### src/rtl/ps2_pkg.sv
// Shared types and constants for the PS/2 host-to-device transmit path.
package ps2_pkg;

    typedef enum logic [2:0] {
        ST_IDLE      = 3'd0,
        ST_INHIBIT   = 3'd1,
        ST_RTS       = 3'd2,
        ST_SHIFT     = 3'd3,
        ST_ACK       = 3'd4,
        ST_WAIT_IDLE = 3'd5
    } ps2_tx_state_t;

    localparam int PS2_FRAME_BITS = 10;
    localparam int PS2_RTS_CYCLES = 16;

    localparam logic [7:0] PS2_CMD_RESET    = 8'hFF;
    localparam logic [7:0] PS2_CMD_SET_LEDS = 8'hED;
    localparam logic [7:0] PS2_CMD_ENABLE   = 8'hF4;

    function automatic logic odd_parity(input logic [7:0] d);
        return ~^d;
    endfunction

endpackage

### src/rtl/ps2_line_filter.sv
// Two-flop synchronizer followed by a stability filter for one raw PS/2 line.
module ps2_line_filter #(
    parameter int FILT_LEN = 8
) (
    input  logic clk_sys,
    input  logic nRESET,
    input  logic line_raw,
    output logic line_filt
);

    localparam int CW = $clog2(FILT_LEN + 1);

    logic          sync_a;
    logic          sync_b;
    logic [CW-1:0] run_cnt;

    // The filtered level only follows the line after FILT_LEN consecutive differing samples.
    always_ff @(posedge clk_sys) begin
        if (!nRESET) begin
            sync_a    <= 1'b1;
            sync_b    <= 1'b1;
            run_cnt   <= '0;
            line_filt <= 1'b1;
        end else begin
            sync_a <= line_raw;
            sync_b <= sync_a;
            if (sync_b == line_filt) begin
                run_cnt <= '0;
            end else if (run_cnt == CW'(FILT_LEN - 1)) begin
                line_filt <= sync_b;
                run_cnt   <= '0;
            end else begin
                run_cnt <= run_cnt + CW'(1);
            end
        end
    end

endmodule

### src/rtl/ps2_host_tx.sv
// PS/2 host transmitter: inhibits the bus, requests to send, then shifts one byte
// out on device-generated clock falling edges and checks the device ack.
module ps2_host_tx
    import ps2_pkg::*;
#(
    parameter int CLK_HZ     = 28000000,
    parameter int INHIBIT_US = 100,
    parameter int TIMEOUT_MS = 15,
    parameter int FILT_LEN   = 8
) (
    input  logic       clk_sys,
    input  logic       nRESET,
    input  logic [7:0] tx_data,
    input  logic       tx_valid,
    output logic       tx_ready,
    output logic       tx_done,
    output logic       tx_error,
    output logic       busy,
    input  logic       ps2_clk_in,
    input  logic       ps2_dat_in,
    output logic       ps2_clk_oe,
    output logic       ps2_dat_oe
);

    localparam longint INHIBIT_L   = longint'(CLK_HZ) * longint'(INHIBIT_US) / 64'sd1000000;
    localparam int     INHIBIT_CYC = int'(INHIBIT_L);
    localparam int     TIMEOUT_CYC = CLK_HZ / 1000 * TIMEOUT_MS;
    localparam int     PH_W = $clog2(INHIBIT_CYC > PS2_RTS_CYCLES ? INHIBIT_CYC : PS2_RTS_CYCLES);
    localparam int     TO_W = $clog2(TIMEOUT_CYC);

    ps2_tx_state_t state_q, state_d;
    logic [7:0]    data_q, data_d;
    logic          parity_q, parity_d;
    logic [3:0]    bit_cnt_q, bit_cnt_d;
    logic [PH_W-1:0] phase_q, phase_d;
    logic [TO_W-1:0] to_q, to_d;
    logic          dat_oe_q, dat_oe_d;
    logic          done_q, done_d;
    logic          error_q, error_d;
    logic          ready_en_q;
    logic          clk_filt, dat_filt, clk_filt_q;
    logic          clk_fall;

    ps2_line_filter #(.FILT_LEN(FILT_LEN)) u_clk_filter (
        .clk_sys   (clk_sys),
        .nRESET    (nRESET),
        .line_raw  (ps2_clk_in),
        .line_filt (clk_filt)
    );

    ps2_line_filter #(.FILT_LEN(FILT_LEN)) u_dat_filter (
        .clk_sys   (clk_sys),
        .nRESET    (nRESET),
        .line_raw  (ps2_dat_in),
        .line_filt (dat_filt)
    );

    assign clk_fall   = clk_filt_q & ~clk_filt;
    assign tx_ready   = (state_q == ST_IDLE) && ready_en_q;
    assign busy       = (state_q != ST_IDLE);
    assign ps2_clk_oe = (state_q == ST_INHIBIT) || (state_q == ST_RTS);
    assign ps2_dat_oe = dat_oe_q;
    assign tx_done    = done_q;
    assign tx_error   = error_q;

    always_ff @(posedge clk_sys) begin
        if (!nRESET) begin
            state_q    <= ST_IDLE;
            data_q     <= '0;
            parity_q   <= 1'b0;
            bit_cnt_q  <= '0;
            phase_q    <= '0;
            to_q       <= '0;
            dat_oe_q   <= 1'b0;
            done_q     <= 1'b0;
            error_q    <= 1'b0;
            ready_en_q <= 1'b0;
            clk_filt_q <= 1'b1;
        end else begin
            state_q    <= state_d;
            data_q     <= data_d;
            parity_q   <= parity_d;
            bit_cnt_q  <= bit_cnt_d;
            phase_q    <= phase_d;
            to_q       <= to_d;
            dat_oe_q   <= dat_oe_d;
            done_q     <= done_d;
            error_q    <= error_d;
            ready_en_q <= 1'b1;
            clk_filt_q <= clk_filt;
        end
    end

    always_comb begin
        state_d   = state_q;
        data_d    = data_q;
        parity_d  = parity_q;
        bit_cnt_d = bit_cnt_q;
        phase_d   = phase_q;
        to_d      = to_q;
        dat_oe_d  = dat_oe_q;
        done_d    = 1'b0;
        error_d   = 1'b0;

        case (state_q)
            ST_IDLE: begin
                dat_oe_d = 1'b0;
                if (tx_valid && tx_ready) begin
                    data_d   = tx_data;
                    parity_d = odd_parity(tx_data);
                    phase_d  = '0;
                    state_d  = ST_INHIBIT;
                end
            end
            ST_INHIBIT: begin
                if (phase_q == PH_W'(INHIBIT_CYC - 1)) begin
                    phase_d  = '0;
                    dat_oe_d = 1'b1;
                    state_d  = ST_RTS;
                end else begin
                    phase_d = phase_q + PH_W'(1);
                end
            end
            ST_RTS: begin
                if (phase_q == PH_W'(PS2_RTS_CYCLES - 1)) begin
                    phase_d   = '0;
                    to_d      = '0;
                    bit_cnt_d = '0;
                    state_d   = ST_SHIFT;
                end else begin
                    phase_d = phase_q + PH_W'(1);
                end
            end
            ST_SHIFT: begin
                // bit_cnt_q holds the number of falling edges already consumed
                if (clk_fall) begin
                    bit_cnt_d = bit_cnt_q + 4'd1;
                    if (bit_cnt_q < 4'd8) begin
                        dat_oe_d = ~data_q[bit_cnt_q[2:0]];
                    end else if (bit_cnt_q == 4'd8) begin
                        dat_oe_d = ~parity_q;
                    end else if (bit_cnt_q == 4'(PS2_FRAME_BITS - 1)) begin
                        dat_oe_d = 1'b0;
                        state_d  = ST_ACK;
                    end
                end
            end
            ST_ACK: begin
                if (clk_fall) begin
                    if (!dat_filt) begin
                        state_d = ST_WAIT_IDLE;
                    end else begin
                        error_d = 1'b1;
                        state_d = ST_IDLE;
                    end
                end
            end
            ST_WAIT_IDLE: begin
                if (clk_filt && dat_filt) begin
                    done_d  = 1'b1;
                    state_d = ST_IDLE;
                end
            end
            default: begin
                dat_oe_d = 1'b0;
                state_d  = ST_IDLE;
            end
        endcase

        // Timeout overrides whatever the device did in the same cycle.
        if (state_q == ST_SHIFT || state_q == ST_ACK || state_q == ST_WAIT_IDLE) begin
            if (to_q == TO_W'(TIMEOUT_CYC - 1)) begin
                state_d  = ST_IDLE;
                dat_oe_d = 1'b0;
                done_d   = 1'b0;
                error_d  = 1'b1;
            end else begin
                to_d = to_q + TO_W'(1);
            end
        end
    end

endmodule

### config.mk
export PLATFORM = sky130hd
export DESIGN_NAME = ps2_host_tx
export DESIGN_NICKNAME = d
export VERILOG_FILES = /design/src/rtl/ps2_pkg.sv /design/src/rtl/ps2_line_filter.sv /design/src/rtl/ps2_host_tx.sv
export SDC_FILE = /design/constraint.sdc
export NUM_CORES = 1
export LEC_CHECK = 0
export CORE_UTILIZATION = 59
export CTS_CLUSTER_DIAMETER = 80
export CTS_CLUSTER_SIZE = 8
export DETAILED_ROUTE_END_ITERATION = 8
export MAX_ROUTING_LAYER = met4
export PLACE_DENSITY = 0.77
export SLEW_MARGIN = 20
export SYNTH_ARGS = -nofsm -noshare
export SYNTH_HDL_FRONTEND = slang
export SYNTH_SLANG_ARGS = --single-unit
### constraint.sdc
create_clock -name clk_sys -period 2.26 [get_ports clk_sys]
set_input_delay 0.565 -clock clk_sys [delete_from_list [all_inputs] [get_ports clk_sys]]
set_output_delay 0.565 -clock clk_sys [all_outputs]
set_load 0.02 [all_outputs]
==> flow_summary_export.csv <==
group,metric,value,unit
run_status,status,"completed",
power_and_ir_drop,power_frac_seq,0.468,
timing,finClkSkew,0.00671,ns
logic_synthesis,synthesis.nets,387,
timing,fmax,464,MHz
logic_synthesis,synth-seq-cells,66,
floorplanning,num_rows,26,
timing,slew_headroom,0.592,
power_and_ir_drop,power.total,2.55,mW
placed_design,post-place-cells,461,
setup_path,critical_path_class,"flop to output pin",
setup_path,worst-path-max-fanout,6,
timing,final-setup-viol-count,0,
clock_network,cts_tree,"built",
logic_synthesis,netlist_top_cells_area,"dfxtp_1 (41%), nor2_1 (5.2%), xor2_1 (3.8%), a21oi_1 (3.4%), nand2_1 (3.4%)",
setup_path,critPathSlowestCell,"or3_1",
clock_network,cts.sinks,66,
timing,fin_crit,2.16,ns
logic_synthesis,syn-instance-count,367,
floorplanning,die_x,75.7,um
logic_synthesis,synth-seq-area-share,0.413,
timing,hold_slack,0.409,ns
cells_and_area,areaGrowthSynthToFinish,19.0,%
cells_and_area,layout_common_cells,"dfxtp_1 (65), nor2_1 (44), nand2_1 (29), a21oi_1 (22), nand3_1 (19)",
timing,rsz0062_at_grt,"no",
setup_path,cp_data_required_time,1.69,ns
global_route,antenna_found_initial,0,
clock_network,h-tree-depth,3,
power_and_ir_drop,p_switching,0.558,mW
global_route,grt_pass1_vias,2594,
floorplanning,start_util,0.619,
drt,drt_iter0_markers,181,
logic_synthesis,synth-edff-count,0,
timing,worst_pin_slew,0.607,ns
timing,fin_tns_setup,0,ns
power_and_ir_drop,p_leak,1.43,nW
placed_design,gp_congestion,0.859,
setup_path,end_kind,"output pin",
clock_network,clkSlewWorstSetupHoldPaths,0.07,ns
global_route,globalRouteTotalUtil,0.264,
hold_path,hold_class,"flop to flop",
placed_design,dp_slack,0.163,ns
logic_synthesis,synth_ff_type,"dfxtp_1",
clock_network,cts_buffers,9,
setup_path,worst_ep_arrival_time,1.59,ns
logic_synthesis,synth_cell_types,62,
cells_and_area,nets,423,
drt,via_per_inst,5.72,
clock_network,cts-root-buf,"clkbuf_8",
setup_path,path_cells,"or3_1 -> nor2_1 -> clkdlybuf4s15_1",
cells_and_area,final_core_util,0.737,
logic_synthesis,synth_top_area_share,0.413,
timing,fin_crit_sh,0.955,
global_route,grt_max_degree,21,
logic_synthesis,ys_async_sr_fraction,0,
cells_and_area,antenna_cells,0,
clock_network,clkLatencyLatePin,0.35,ns
timing,setup_ws,0.103,ns
floorplanning,io_pins,19,
drt,drtPass1Iterations,6,
placed_design,dpl.hpwl,4680,um
drt,ant_nets,0,
drt,finalWirelength,6510,um
logic_synthesis,avgSynthCellArea,8.72,um^2
floorplanning,core,5170,um^2
floorplanning,die_y,75.7,um
timing,final-max-slew-violation-count,0,
logic_synthesis,synth.largest_area_cell,"dfxtp_1",
floorplanning,dieArea,5730,um^2
power_and_ir_drop,p_sw_frac,0.219,
power_and_ir_drop,ir_drop,0.638,mV
setup_path,slowest_delay,0.47,ns
power_and_ir_drop,power_frac_comb,0.065,
power_and_ir_drop,power.share.clock,0.467,
clock_network,clk_path_buf_depth,2,
hold_path,hold_depth,1,
power_and_ir_drop,power.internal,1.99,mW
setup_path,cp-start-kind,"flop",
cells_and_area,drive_gt1_frac,0.115,
cells_and_area,instances_no_fill,478,
setup_path,r2r_setup_slack,0.21,ns
placed_design,postPlaceCellArea,3560,um^2
power_and_ir_drop,powerDensity,670,nW/um^2
setup_path,ff2ff_path_depth,7,
cells_and_area,fin_area,3810,um^2
global_route,grt_overflow,0,
timing,hold_viol,0,
drt,drc,0,
cells_and_area,final_common_cell,"dfxtp_1",
drt,wl_per_cell,13.6,um
drt,num_vias,2734,
run,max_cap_violations,0,
placed_design,port_buffers,18,
logic_synthesis,yosys_warnings,0,
logic_synthesis,syn-cell-area,3200,um^2
global_route,grt_pass1_wl,11100,um
[registers in the layout, indices dropped and copies added (netlist names), 3 cells and up]
register	cells
to_q	19
bit_cnt_q	4
u_dat_filter.run_cnt	4
state_q	3
u_clk_filter.run_cnt	4
data_q	8
phase_q	12
[cell families (layout without fill, tap and decap cells)]
logic type | count (synthesis) | in the layout | share of synthesized area
fa+ha+maj | 7 | 7 | 0.0274
xor+xnor | 24 | 24 | 0.0657
simple gates | 157 | 157 | 0.265
flops | 66 | 66 | 0.413
mux | 13 | 13 | 0.0488
buf+inv | 25 | 66 | 0.0336
compound gates | 75 | 75 | 0.147
[synth_stat cells, types with 2 or more instances]
cell type / count
dfxtp_1: 66
nor2_1: 44
nand2_1: 29
a21oi_1: 22
nand3_1: 19
inv_1: 14
xor2_1: 14
o21ai_0: 13
mux2i_1: 10
nand2b_1: 10
xnor2_1: 10
or3_1: 9
a31oi_1: 8
ha_1: 7
nand4_1: 6
and3_1: 5
buf_2: 5
clkbuf_1: 5
nand3b_1: 5
nor3_1: 5
nor4_1: 5
o21ai_1: 5
a21o_1: 3
a21boi_0: 2
a21boi_1: 2
a41oi_1: 2
mux4_2: 2
nor2b_1: 2
o211ai_1: 2
o22ai_1: 2
o32ai_1: 2
or4_1: 2
[area by class of cell]
cell class	count	area [um^2]
repair buffers	36	325
fillers	392	1360
inverters	14	52.6
clock inverters	7	118
multi-input cells	276	1780
flip-flops and latches	66	1320
well taps	70	87.6
clock buffers	9	124
[per-layer routing]
metal	GRT usage	vias to the layer above	part of all wire
met1	0.299	1282	0.45
met5	-	-	0
li1	-	1388	-
met2	0.443	55	0.49
met4	0.111	0	0.012
met3	0.0661	9	0.044
[power groups by stage]
stage               Clock, mW  Combinational, mW  Sequential (mW)
floorplan                   0              0.105             1.22
global placement            0              0.164             1.22
detailed placement          0              0.168             1.22
CTS                      1.21              0.167             1.19
global route             1.25              0.182             1.20
finish                   1.19              0.166             1.19
[worst paths after layout]
path                        from             endpoint
max                   state_q[1]             tx_ready
max reg2reg           phase_q[6]           phase_q[3]
min          u_dat_filter.sync_a  u_dat_filter.sync_b
min reg2reg  u_dat_filter.sync_a  u_dat_filter.sync_b
[worst max-delay path: cells and delay by family, from the launching register on]
kind,cells,cell delay (ns)
and+or+nand+nor,2,0.59
DFF,1,0.35
buffers and inverters,1,0.31
[what timing repair did]
| item | 4_1_cts | 5_1_grt |
|---|---|---|
| resized for setup | 3 | 2 |
| hold buffers | 0 | 0 |
| buffers inserted | 0 | 1 |
| cloned | 0 | 0 |
| setup endpoints to repair | 3 | 8 |
| pin swaps | 0 | 1 |
No activity file was read; power rests on OpenSTA's default activity.
